`src/rtl/seq_pkg.sv`:
```
// Shared encodings for the multicycle control sequencer: states, opcodes, datapath select codes.
// Pure type/constant package; no timing or flow-control content.
package seq_pkg;

  localparam int OP_W    = 6;
  localparam int STATE_W = 4;

  typedef enum logic [STATE_W-1:0] {
    S_FETCH    = 4'd0,
    S_DECODE   = 4'd1,
    S_EXEC_R   = 4'd2,
    S_EXEC_I   = 4'd3,
    S_MEM_ADDR = 4'd4,
    S_MEM_RD   = 4'd5,
    S_MEM_WB   = 4'd6,
    S_MEM_WR   = 4'd7,
    S_ALU_WB   = 4'd8,
    S_BRANCH   = 4'd9,
    S_JUMP     = 4'd10,
    S_HALT     = 4'd11
  } state_e;

  localparam logic [OP_W-1:0] OP_LW   = 6'b100000;
  localparam logic [OP_W-1:0] OP_SW   = 6'b100001;
  localparam logic [OP_W-1:0] OP_BEQ  = 6'b100010;
  localparam logic [OP_W-1:0] OP_BNE  = 6'b100011;
  localparam logic [OP_W-1:0] OP_J    = 6'b110000;
  localparam logic [OP_W-1:0] OP_HALT = 6'b111111;

  localparam logic [1:0] SRCA_PC   = 2'd0;
  localparam logic [1:0] SRCA_A    = 2'd1;
  localparam logic [1:0] SRCA_ZERO = 2'd2;

  localparam logic [1:0] SRCB_B   = 2'd0;
  localparam logic [1:0] SRCB_ONE = 2'd1;
  localparam logic [1:0] SRCB_SE  = 2'd2;
  localparam logic [1:0] SRCB_ZE  = 2'd3;

  localparam logic [1:0] PCS_ALU    = 2'd0;
  localparam logic [1:0] PCS_ALUOUT = 2'd1;
  localparam logic [1:0] PCS_JUMP   = 2'd2;

  localparam logic [1:0] ALUOP_ADD   = 2'b00;
  localparam logic [1:0] ALUOP_SUB   = 2'b01;
  localparam logic [1:0] ALUOP_RFUNC = 2'b10;
  localparam logic [1:0] ALUOP_IFUNC = 2'b11;

  localparam logic [1:0] RS2_R2 = 2'd0;
  localparam logic [1:0] RS2_R3 = 2'd1;
  localparam logic [1:0] RS2_R1 = 2'd2;

  // One-hot instruction class; all-zero means the opcode is illegal.
  typedef struct packed {
    logic r;
    logic i;
    logic lw;
    logic sw;
    logic br;
    logic j;
    logic halt;
  } op_class_t;

endpackage

```
`src/rtl/opcode_classifier.sv`:
```
// Combinational opcode decode into a one-hot class plus zero-extend and illegal flags.
// Latency: 0 cycles; backpressure: none.
module opcode_classifier
  import seq_pkg::*;
(
  input  logic [OP_W-1:0] opcode_i,
  output op_class_t       cls_o,
  output logic            zext_o,
  output logic            illegal_o
);

  always_comb begin
    cls_o     = '0;
    zext_o    = 1'b0;
    illegal_o = 1'b0;
    if (opcode_i[5:4] == 2'b00) begin
      cls_o.r = 1'b1;
    end else if (opcode_i[5:4] == 2'b01) begin
      cls_o.i = 1'b1;
      zext_o  = opcode_i[3];
    end else begin
      case (opcode_i)
        OP_LW:          cls_o.lw   = 1'b1;
        OP_SW:          cls_o.sw   = 1'b1;
        OP_BEQ, OP_BNE: cls_o.br   = 1'b1;
        OP_J:           cls_o.j    = 1'b1;
        OP_HALT:        cls_o.halt = 1'b1;
        default:        illegal_o  = 1'b1;
      endcase
    end
  end

endmodule

```
`src/rtl/multicycle_sequencer.sv`:
```
// Main control FSM stepping the multicycle datapath through fetch/decode/execute/mem/writeback.
// Latency: R/I/SW 4, LW 5, branch/jump 3 cycles; backpressure: run low parks the FSM in FETCH.
module multicycle_sequencer
  import seq_pkg::*;
#(
  parameter int OPW = 6,
  parameter int STW = 4
) (
  input  logic           clock,
  input  logic           reset,
  input  logic [OPW-1:0] opcode,
  input  logic           run,
  output logic           PCWrite,
  output logic           PCWriteCond,
  output logic           IRWrite,
  output logic           RegWrite,
  output logic           MemWrite,
  output logic           MemtoReg,
  output logic           Instr26,
  output logic           RegSelect1,
  output logic [1:0]     RegSelect2,
  output logic [1:0]     ALUSrcA,
  output logic [1:0]     ALUSrcB,
  output logic [1:0]     PCSource,
  output logic [1:0]     ALUOp,
  output logic           halted,
  output logic           illegal_op,
  output logic           instr_retired,
  output logic [STW-1:0] dbg_state
);

  state_e      state_q, state_d;
  logic        illegal_q, illegal_d;
  logic [5:0]  op;
  op_class_t   cls;
  logic        zext;
  logic        op_bad;

  assign op = opcode[OPW-1 -: 6];

  opcode_classifier u_classifier (
    .opcode_i  (op),
    .cls_o     (cls),
    .zext_o    (zext),
    .illegal_o (op_bad)
  );

  always_ff @(posedge clock or posedge reset) begin
    if (reset) begin
      state_q   <= S_FETCH;
      illegal_q <= 1'b0;
    end else begin
      state_q   <= state_d;
      illegal_q <= illegal_d;
    end
  end

  always_comb begin
    state_d       = state_q;
    illegal_d     = illegal_q;
    PCWrite       = 1'b0;
    PCWriteCond   = 1'b0;
    IRWrite       = 1'b0;
    RegWrite      = 1'b0;
    MemWrite      = 1'b0;
    MemtoReg      = 1'b0;
    Instr26       = 1'b0;
    RegSelect1    = 1'b0;
    RegSelect2    = RS2_R2;
    ALUSrcA       = SRCA_PC;
    ALUSrcB       = SRCB_B;
    PCSource      = PCS_ALU;
    ALUOp         = ALUOP_ADD;
    halted        = 1'b0;
    instr_retired = 1'b0;

    // Read-port selects follow the latched opcode for the whole instruction so A/B stay stable.
    if (state_q != S_FETCH) begin
      if (cls.r) begin
        RegSelect1 = 1'b1;
        RegSelect2 = RS2_R3;
      end else if (cls.i || cls.lw) begin
        RegSelect1 = 1'b1;
      end else if (cls.sw) begin
        RegSelect1 = 1'b1;
        RegSelect2 = RS2_R1;
      end
    end

    case (state_q)
      S_FETCH: begin
        if (run) begin
          IRWrite = 1'b1;
          PCWrite = 1'b1;
          ALUSrcB = SRCB_ONE;
          state_d = S_DECODE;
        end
      end
      S_DECODE: begin
        ALUSrcB = SRCB_SE;
        if (cls.r)                    state_d = S_EXEC_R;
        else if (cls.i)               state_d = S_EXEC_I;
        else if (cls.lw || cls.sw)    state_d = S_MEM_ADDR;
        else if (cls.br)              state_d = S_BRANCH;
        else if (cls.j)               state_d = S_JUMP;
        else if (cls.halt)            state_d = S_HALT;
        else begin
          illegal_d     = 1'b1;
          instr_retired = 1'b1;
          state_d       = S_FETCH;
        end
      end
      S_EXEC_R: begin
        ALUSrcA = SRCA_A;
        ALUSrcB = SRCB_B;
        ALUOp   = ALUOP_RFUNC;
        state_d = S_ALU_WB;
      end
      S_EXEC_I: begin
        ALUSrcA = SRCA_A;
        ALUSrcB = zext ? SRCB_ZE : SRCB_SE;
        ALUOp   = ALUOP_IFUNC;
        state_d = S_ALU_WB;
      end
      S_ALU_WB: begin
        RegWrite      = 1'b1;
        instr_retired = 1'b1;
        state_d       = S_FETCH;
      end
      S_MEM_ADDR: begin
        ALUSrcA = SRCA_A;
        ALUSrcB = SRCB_SE;
        state_d = cls.lw ? S_MEM_RD : S_MEM_WR;
      end
      S_MEM_RD: begin
        state_d = S_MEM_WB;
      end
      S_MEM_WB: begin
        RegWrite      = 1'b1;
        MemtoReg      = 1'b1;
        instr_retired = 1'b1;
        state_d       = S_FETCH;
      end
      S_MEM_WR: begin
        MemWrite      = 1'b1;
        instr_retired = 1'b1;
        state_d       = S_FETCH;
      end
      S_BRANCH: begin
        ALUSrcA       = SRCA_A;
        ALUSrcB       = SRCB_B;
        ALUOp         = ALUOP_SUB;
        PCWriteCond   = 1'b1;
        PCSource      = PCS_ALUOUT;
        Instr26       = op[0];
        instr_retired = 1'b1;
        state_d       = S_FETCH;
      end
      S_JUMP: begin
        PCWrite       = 1'b1;
        PCSource      = PCS_JUMP;
        instr_retired = 1'b1;
        state_d       = S_FETCH;
      end
      S_HALT: begin
        halted = 1'b1;
      end
      default: begin
        state_d = S_FETCH;
      end
    endcase

    // Flag is visible in DECODE itself, before the sticky bit is clocked in.
    illegal_op = illegal_q | ((state_q == S_DECODE) && op_bad);

    // While reset is held the FETCH state must not leak IRWrite/PCWrite.
    if (reset) begin
      PCWrite       = 1'b0;
      PCWriteCond   = 1'b0;
      IRWrite       = 1'b0;
      RegWrite      = 1'b0;
      MemWrite      = 1'b0;
      MemtoReg      = 1'b0;
      Instr26       = 1'b0;
      RegSelect1    = 1'b0;
      RegSelect2    = RS2_R2;
      ALUSrcA       = SRCA_PC;
      ALUSrcB       = SRCB_B;
      PCSource      = PCS_ALU;
      ALUOp         = ALUOP_ADD;
      halted        = 1'b0;
      illegal_op    = 1'b0;
      instr_retired = 1'b0;
    end
  end

  assign dbg_state = STW'(state_q);

endmodule

```
`config.mk`:
```
export PLATFORM = sky130hd
export DESIGN_NAME = multicycle_sequencer
export DESIGN_NICKNAME = d
export VERILOG_FILES = /design/src/rtl/seq_pkg.sv /design/src/rtl/opcode_classifier.sv /design/src/rtl/multicycle_sequencer.sv
export SDC_FILE = /design/constraint.sdc
export NUM_CORES = 1
export LEC_CHECK = 0
export CORE_MARGIN = 2
export CORE_UTILIZATION = 41
export CTS_CLUSTER_DIAMETER = 100
export DETAILED_ROUTE_END_ITERATION = 7
export GPL_TIMING_DRIVEN = 0
export PLACE_DENSITY = 0.91
export SYNTH_ARGS = -nofsm -noshare
export SYNTH_HDL_FRONTEND = slang
export SYNTH_SLANG_ARGS = --single-unit
```
`constraint.sdc`:
```
create_clock -name clock -period 5.5 [get_ports clock]
set_clock_uncertainty 0.15 [all_clocks]
set_input_delay 1.1 -clock clock [delete_from_list [all_inputs] [get_ports clock]]
set_output_delay 1.1 -clock clock [all_outputs]
set_load 0.01 [all_outputs]
```
# Word level (Yosys, flattened, before mapping)
# Cells that the tools add are included.
# classes
multipliers	0
shift	0
order_cmp	0
div_mod_pow	0
muxes	69
n_addsub	0
eq_ne	19
reduce_logical	15
n_bitwise	8
# op_table
op	n
1-bit two-way mux	44
6-bit == test, second input constant	6
4-bit two-way mux	7
4-bit case mux with 6 select lines	1
2-bit two-way mux	10
4-bit by 3-bit == test with 1-bit output, second input constant	4
4-bit == test, second input constant	4
2-bit case mux with 3 select lines	2
4-bit by 2-bit == test with 1-bit output, second input constant	2
2-bit OR reduction	4
1-bit inverter	7
7-bit AND reduction	1
6-bit two-way mux	1
6-bit OR reduction	1
5-bit two-way mux	1
5-bit OR reduction	1
4-bit by 1-bit == test with 1-bit output, second input constant	1
4-bit logical NOT	1
1-bit case mux with 2 select lines	2
2-bit case mux with 2 select lines	1
4-bit nonzero test	1
4-bit OR reduction	1
2-bit by 1-bit == test with 1-bit output, second input constant	1
2-bit logical NOT	1
5 further kinds	6
# word_totals
ram_bits	0
latch_bits	0
register_bits	5
elab_cells	113
memories	0
mem_bits_ro	0
in_bits	9

# Logic depth before layout (Yosys ltp)
# depth
depth_word	13
ltp_mapped	6
depth_no_buf	4

# Hierarchy
# A second synthesis with hierarchy kept.
# unflattened
cells_unflattened	95
area_unflattened_um2	709.4
# modules_own_cells
mod	cells_per_inst	instances	area_each_um2	seq_area_each_um2
multicycle_sequencer	79	1	600.6	125.1
opcode_classifier	16	1	108.9	0.0

# Worst setup path after synthesis
# Ideal clock, no wire load.
# synth_path
kind	input-to-output
from	in opcode[1]
to	out instr_retired
arrival_time_ns	2.200
path_buffers	0
path_slack_ns	2.050
stages	4
cell_sequence	and4_1 -> a221oi_2 -> or4b_1 -> a31oi_1
# synth_via
elab_chain_cells	12
word_cells_on_any_way	23
# synth_rtl
element	line	rtl
start, declared	multicycle_sequencer.sv:11	input logic [OPW-1:0] opcode,
6-bit == test	opcode_classifier.sv:22	case (opcode_i)
1-bit two-way mux	opcode_classifier.sv:22	
5-bit two-way mux (*)	opcode_classifier.sv:18	end else if (opcode_i[5:4] == 2'b01) begin
6-bit two-way mux (*)	opcode_classifier.sv:16	if (opcode_i[5:4] == 2'b00) begin
1-bit two-way mux	multicycle_sequencer.sv:106	else if (cls.halt) state_d = S_HALT;
1-bit two-way mux	multicycle_sequencer.sv:105	else if (cls.j) state_d = S_JUMP;
1-bit two-way mux	multicycle_sequencer.sv:104	else if (cls.br) state_d = S_BRANCH;
1-bit two-way mux (*)	multicycle_sequencer.sv:103	else if (cls.lw || cls.sw) state_d = S_MEM_ADDR;
1-bit two-way mux (*)	multicycle_sequencer.sv:102	else if (cls.i) state_d = S_EXEC_I;
1-bit two-way mux (*)	multicycle_sequencer.sv:101	if (cls.r) state_d = S_EXEC_R;
1-bit case mux with 2 select lines (*)	multicycle_sequencer.sv:90	case (state_q)
1-bit two-way mux (*)	multicycle_sequencer.sv:177	if (reset) begin
end, declared	multicycle_sequencer.sv:28	output logic instr_retired,
# Every way passes the cells marked *; elsewhere a longest branch is shown, timed or not.

# Worst setup path after layout
# layout_path
from	in opcode[0]
to	out instr_retired
# The elaborated chain is that of the path after synthesis.

==> flow_metrics.tcl <==
set metrics [dict create \
    initial_utilization 0.429 \
    synth_nets 97 \
    crit_path_end_kind "output port" \
    min_to "illegal_q$_DFFE_PP0P_" \
    p_comb_frac 0.706 \
    crit_arrival_ns 3.37 \
    synthAdderAreaFrac 0 \
    required_ns 4.25 \
    holdPathStages 1 \
    htreeDepth 1 \
    r2r_end "dbg_state[0]$_DFFE_PP0P_" \
    place.port_buffers 32 \
    via_count 806 \
    cts_resized 0 \
    fin_nets 134 \
    sequentialPowerShare 0.173 \
    critPathBufInv 2 \
    wl_per_cell_um 13.2 \
    hold_viol 0 \
    viasPerCell 5.76 \
    totalWireLength_um 1850 \
    slowest_stage "clkdlybuf4s50_1" \
    start_kind "primary input" \
    die_h_um 43.5 \
    cts_setup_buffers 0 \
    io_pins 34 \
    clock.fmax_mhz 217 \
    antenna_found_initial 0 \
    cts_sinks 5 \
    synth_xor_area_frac 0 \
    yosysTopAreaCell "dfrtp_1" \
    grt_pass1_vias 723 \
    clkSlewWorstSetupHoldPaths_ns 0.04 \
    cts_buffers 3 \
    syn_inst 88 \
    grt_start_max_net_pins 11 \
    status "completed" \
    initialDrtViolationCount 16 \
    r2r_start "dbg_state[1]$_DFFE_PP0P_" \
    yosys.area_share.simple 0.380 \
    grt.overflow.total 0 \
    intPower_mw 0.182 \
    drt_pass1_iterations 4 \
    clkPwrFrac 0.121 \
    hp-start "illegal_q$_DFFE_PP0P_" \
    slowest_delay_ns 0.56 \
    clkLatencyLatePin_ns 0.23 \
    reg2regPathDepth 4 \
    synth_most_common_cell "nor3_1" \
    synth_top_area_frac 0.196 \
    critical_path.max_fanout 6 \
    setup_violations 0 \
    p_leak_nw 0.378 \
    p_sw_mw 0.152 \
    synthMuxAreaShare 0.0176 \
    worstMarginPinSlew_ns 0.503 \
    grt_pass1_wl_um 3060 \
    design_area_mm2 0.00100 \
    die_area_mm2 0.00189 \
    syn_to_final_growth_pct 57.5 \
    criticalPathCategory "in2out" \
    synth_top_cells_by_area "dfrtp_1 (20%), nor3_1 (7.8%), nand2b_1 (5.9%)" \
    slew_headroom 0.660 \
    yosys_warnings 0 \
    antenna_cells 0 \
    period_needed_ns 4.62 \
    die_w_um 43.5 \
    synthTopCellsByCount "nor3_1 (10), nor2_1 (8), nand2b_1 (6)" \
    ant_nets 0 \
    p_sw_frac 0.455 \
    peakVddDrop_v 0.000362 \
    ys_types 41 \
    synth_flop_cell "dfrtp_1" \
    groute.usage.overall 0.208 \
    synth_top_family_by_area "simple AND/OR/NAND/NOR gates" \
    async_flop_share 1.00 \
    period_share 0.840 \
    num_rows 14 \
    tritoncts "built" \
    hpwl_um 1510 \
    crit_top_cell "clkdlybuf4s50_1" \
    clockBufferDepth 2 \
    drive_above_1_share 0.105 \
    postPlaceCellArea_um2 978 \
    worstHoldPathType "reg2reg" \
    tns_ns 0 \
    r2r_slack_ns 3.87 \
    place_congestion 0.878 \
    max_cap_violations 0 \
    clockRootBuffer "clkbuf_4" \
    synth-compound-area-share 0.292 \
    synth-edff-count 0 \
    worstPathCellList "clkdlybuf4s50_1 > and4_1 > a221oi_2 > or4b_1 > a31oi_1 > clkdlybuf4s50_1" \
    drv_slew 0 \
    power_density_mw_per_mm2 332 \
    rsz0062_at_grt "no" \
    avgSynthCellArea_um2 7.25 \
    ys_seq_area_frac 0.196 \
    fillCellCount 136 \
    crit_family "buffers and inverters" \
    synth.cell_area_um2 638 \
    cts_hold_buf 0 \
    core_mm2 0.00149 \
    drc 0 \
    yosys_register_bits 5 \
]
==> cell families (layout without fill, tap and decap cells) <==
group	count (synthesis)	in the layout
flops	5	5
mux	1	1
compound gates	23	23
simple gates	43	43
buf+inv	15	51
other cells	1	1
==> how the worst max path moves through the flow <==
stage                     startpoint             to  slack [ns]  depth (start not counted)
final                      opcode[0]  instr_retired        0.88                          6
after global routing       opcode[0]  instr_retired        0.80                          6
after CTS                  opcode[0]  instr_retired        0.90                          6
after detailed placement   opcode[0]  instr_retired        0.90                          6
after global placement     opcode[0]  instr_retired        0.90                          6
after floorplan            opcode[1]  instr_retired        2.05                          4
==> sequential cells by signal (all words and copies together) (netlist names) <==
| register | count |
|---|---|
| dbg_state | 4 |
| illegal_q | 1 |
==> power by group through the flow <==
| stage | clock network [mW] | registers [mW] | logic [mW] |
|---|---|---|---|
| after global placement | 0 | 0.0578 | 0.229 |
| after detailed placement | 0 | 0.0586 | 0.236 |
| after CTS | 0.0420 | 0.0581 | 0.237 |
| after global routing | 0.0456 | 0.0600 | 0.257 |
| after floorplan | 0 | 0.0613 | 0.135 |
| final | 0.0404 | 0.0579 | 0.235 |
==> layer usage <==
layer	global-route usage	vias to the layer above	wire, µm
li1	-	396	-
met1	0.246	376	757
met2	0.388	30	969
met3	0.0458	4	108
met4	0.0364	0	14
met5	0	-	0
==> layout make-up <==
| cell class | instances | area [µm²] | area share |
|---|---|---|---|
| multi-input combinational | 68 | 444 | 0.442 |
| inverter | 6 | 22.5 | 0.0224 |
| clock buffer | 4 | 26.3 | 0.0262 |
| timing repair buffer | 32 | 320 | 0.319 |
| tap | 16 | 20.0 | 0.0199 |
| sequential | 5 | 125 | 0.125 |
| buffer | 9 | 46.3 | 0.0461 |
==> stage by stage <==
stage	utilization	worst slack [ns]	hold slack (ns)	cells	total power, mW
2_1_floorplan	-	2.05	0.267	88	0.196
3_3_place_gp	0.657	0.903	0.278	136	0.287
3_5_place_dp	0.657	0.899	0.292	136	0.294
4_1_cts	0.675	0.897	0.302	140	0.337
5_1_grt	0.675	0.805	0.320	140	0.362
6_report	0.675	0.883	0.298	140	0.334
==> placed cells by master, fill, tap and decap left out, drive strengths merged, types with 3 or more instances in the layout <==
| cell | instances |
|---|---|
| nand2 | 4 |
| buf | 5 |
| nand2b | 6 |
| nor3 | 10 |
| clkdlybuf4s50 | 32 |
| o21ai | 5 |
| o41ai | 3 |
| nand3 | 3 |
| clkbuf | 8 |
| nor2 | 8 |
| dfrtp | 5 |
| inv | 6 |
Power figures use the tool's default switching activity.
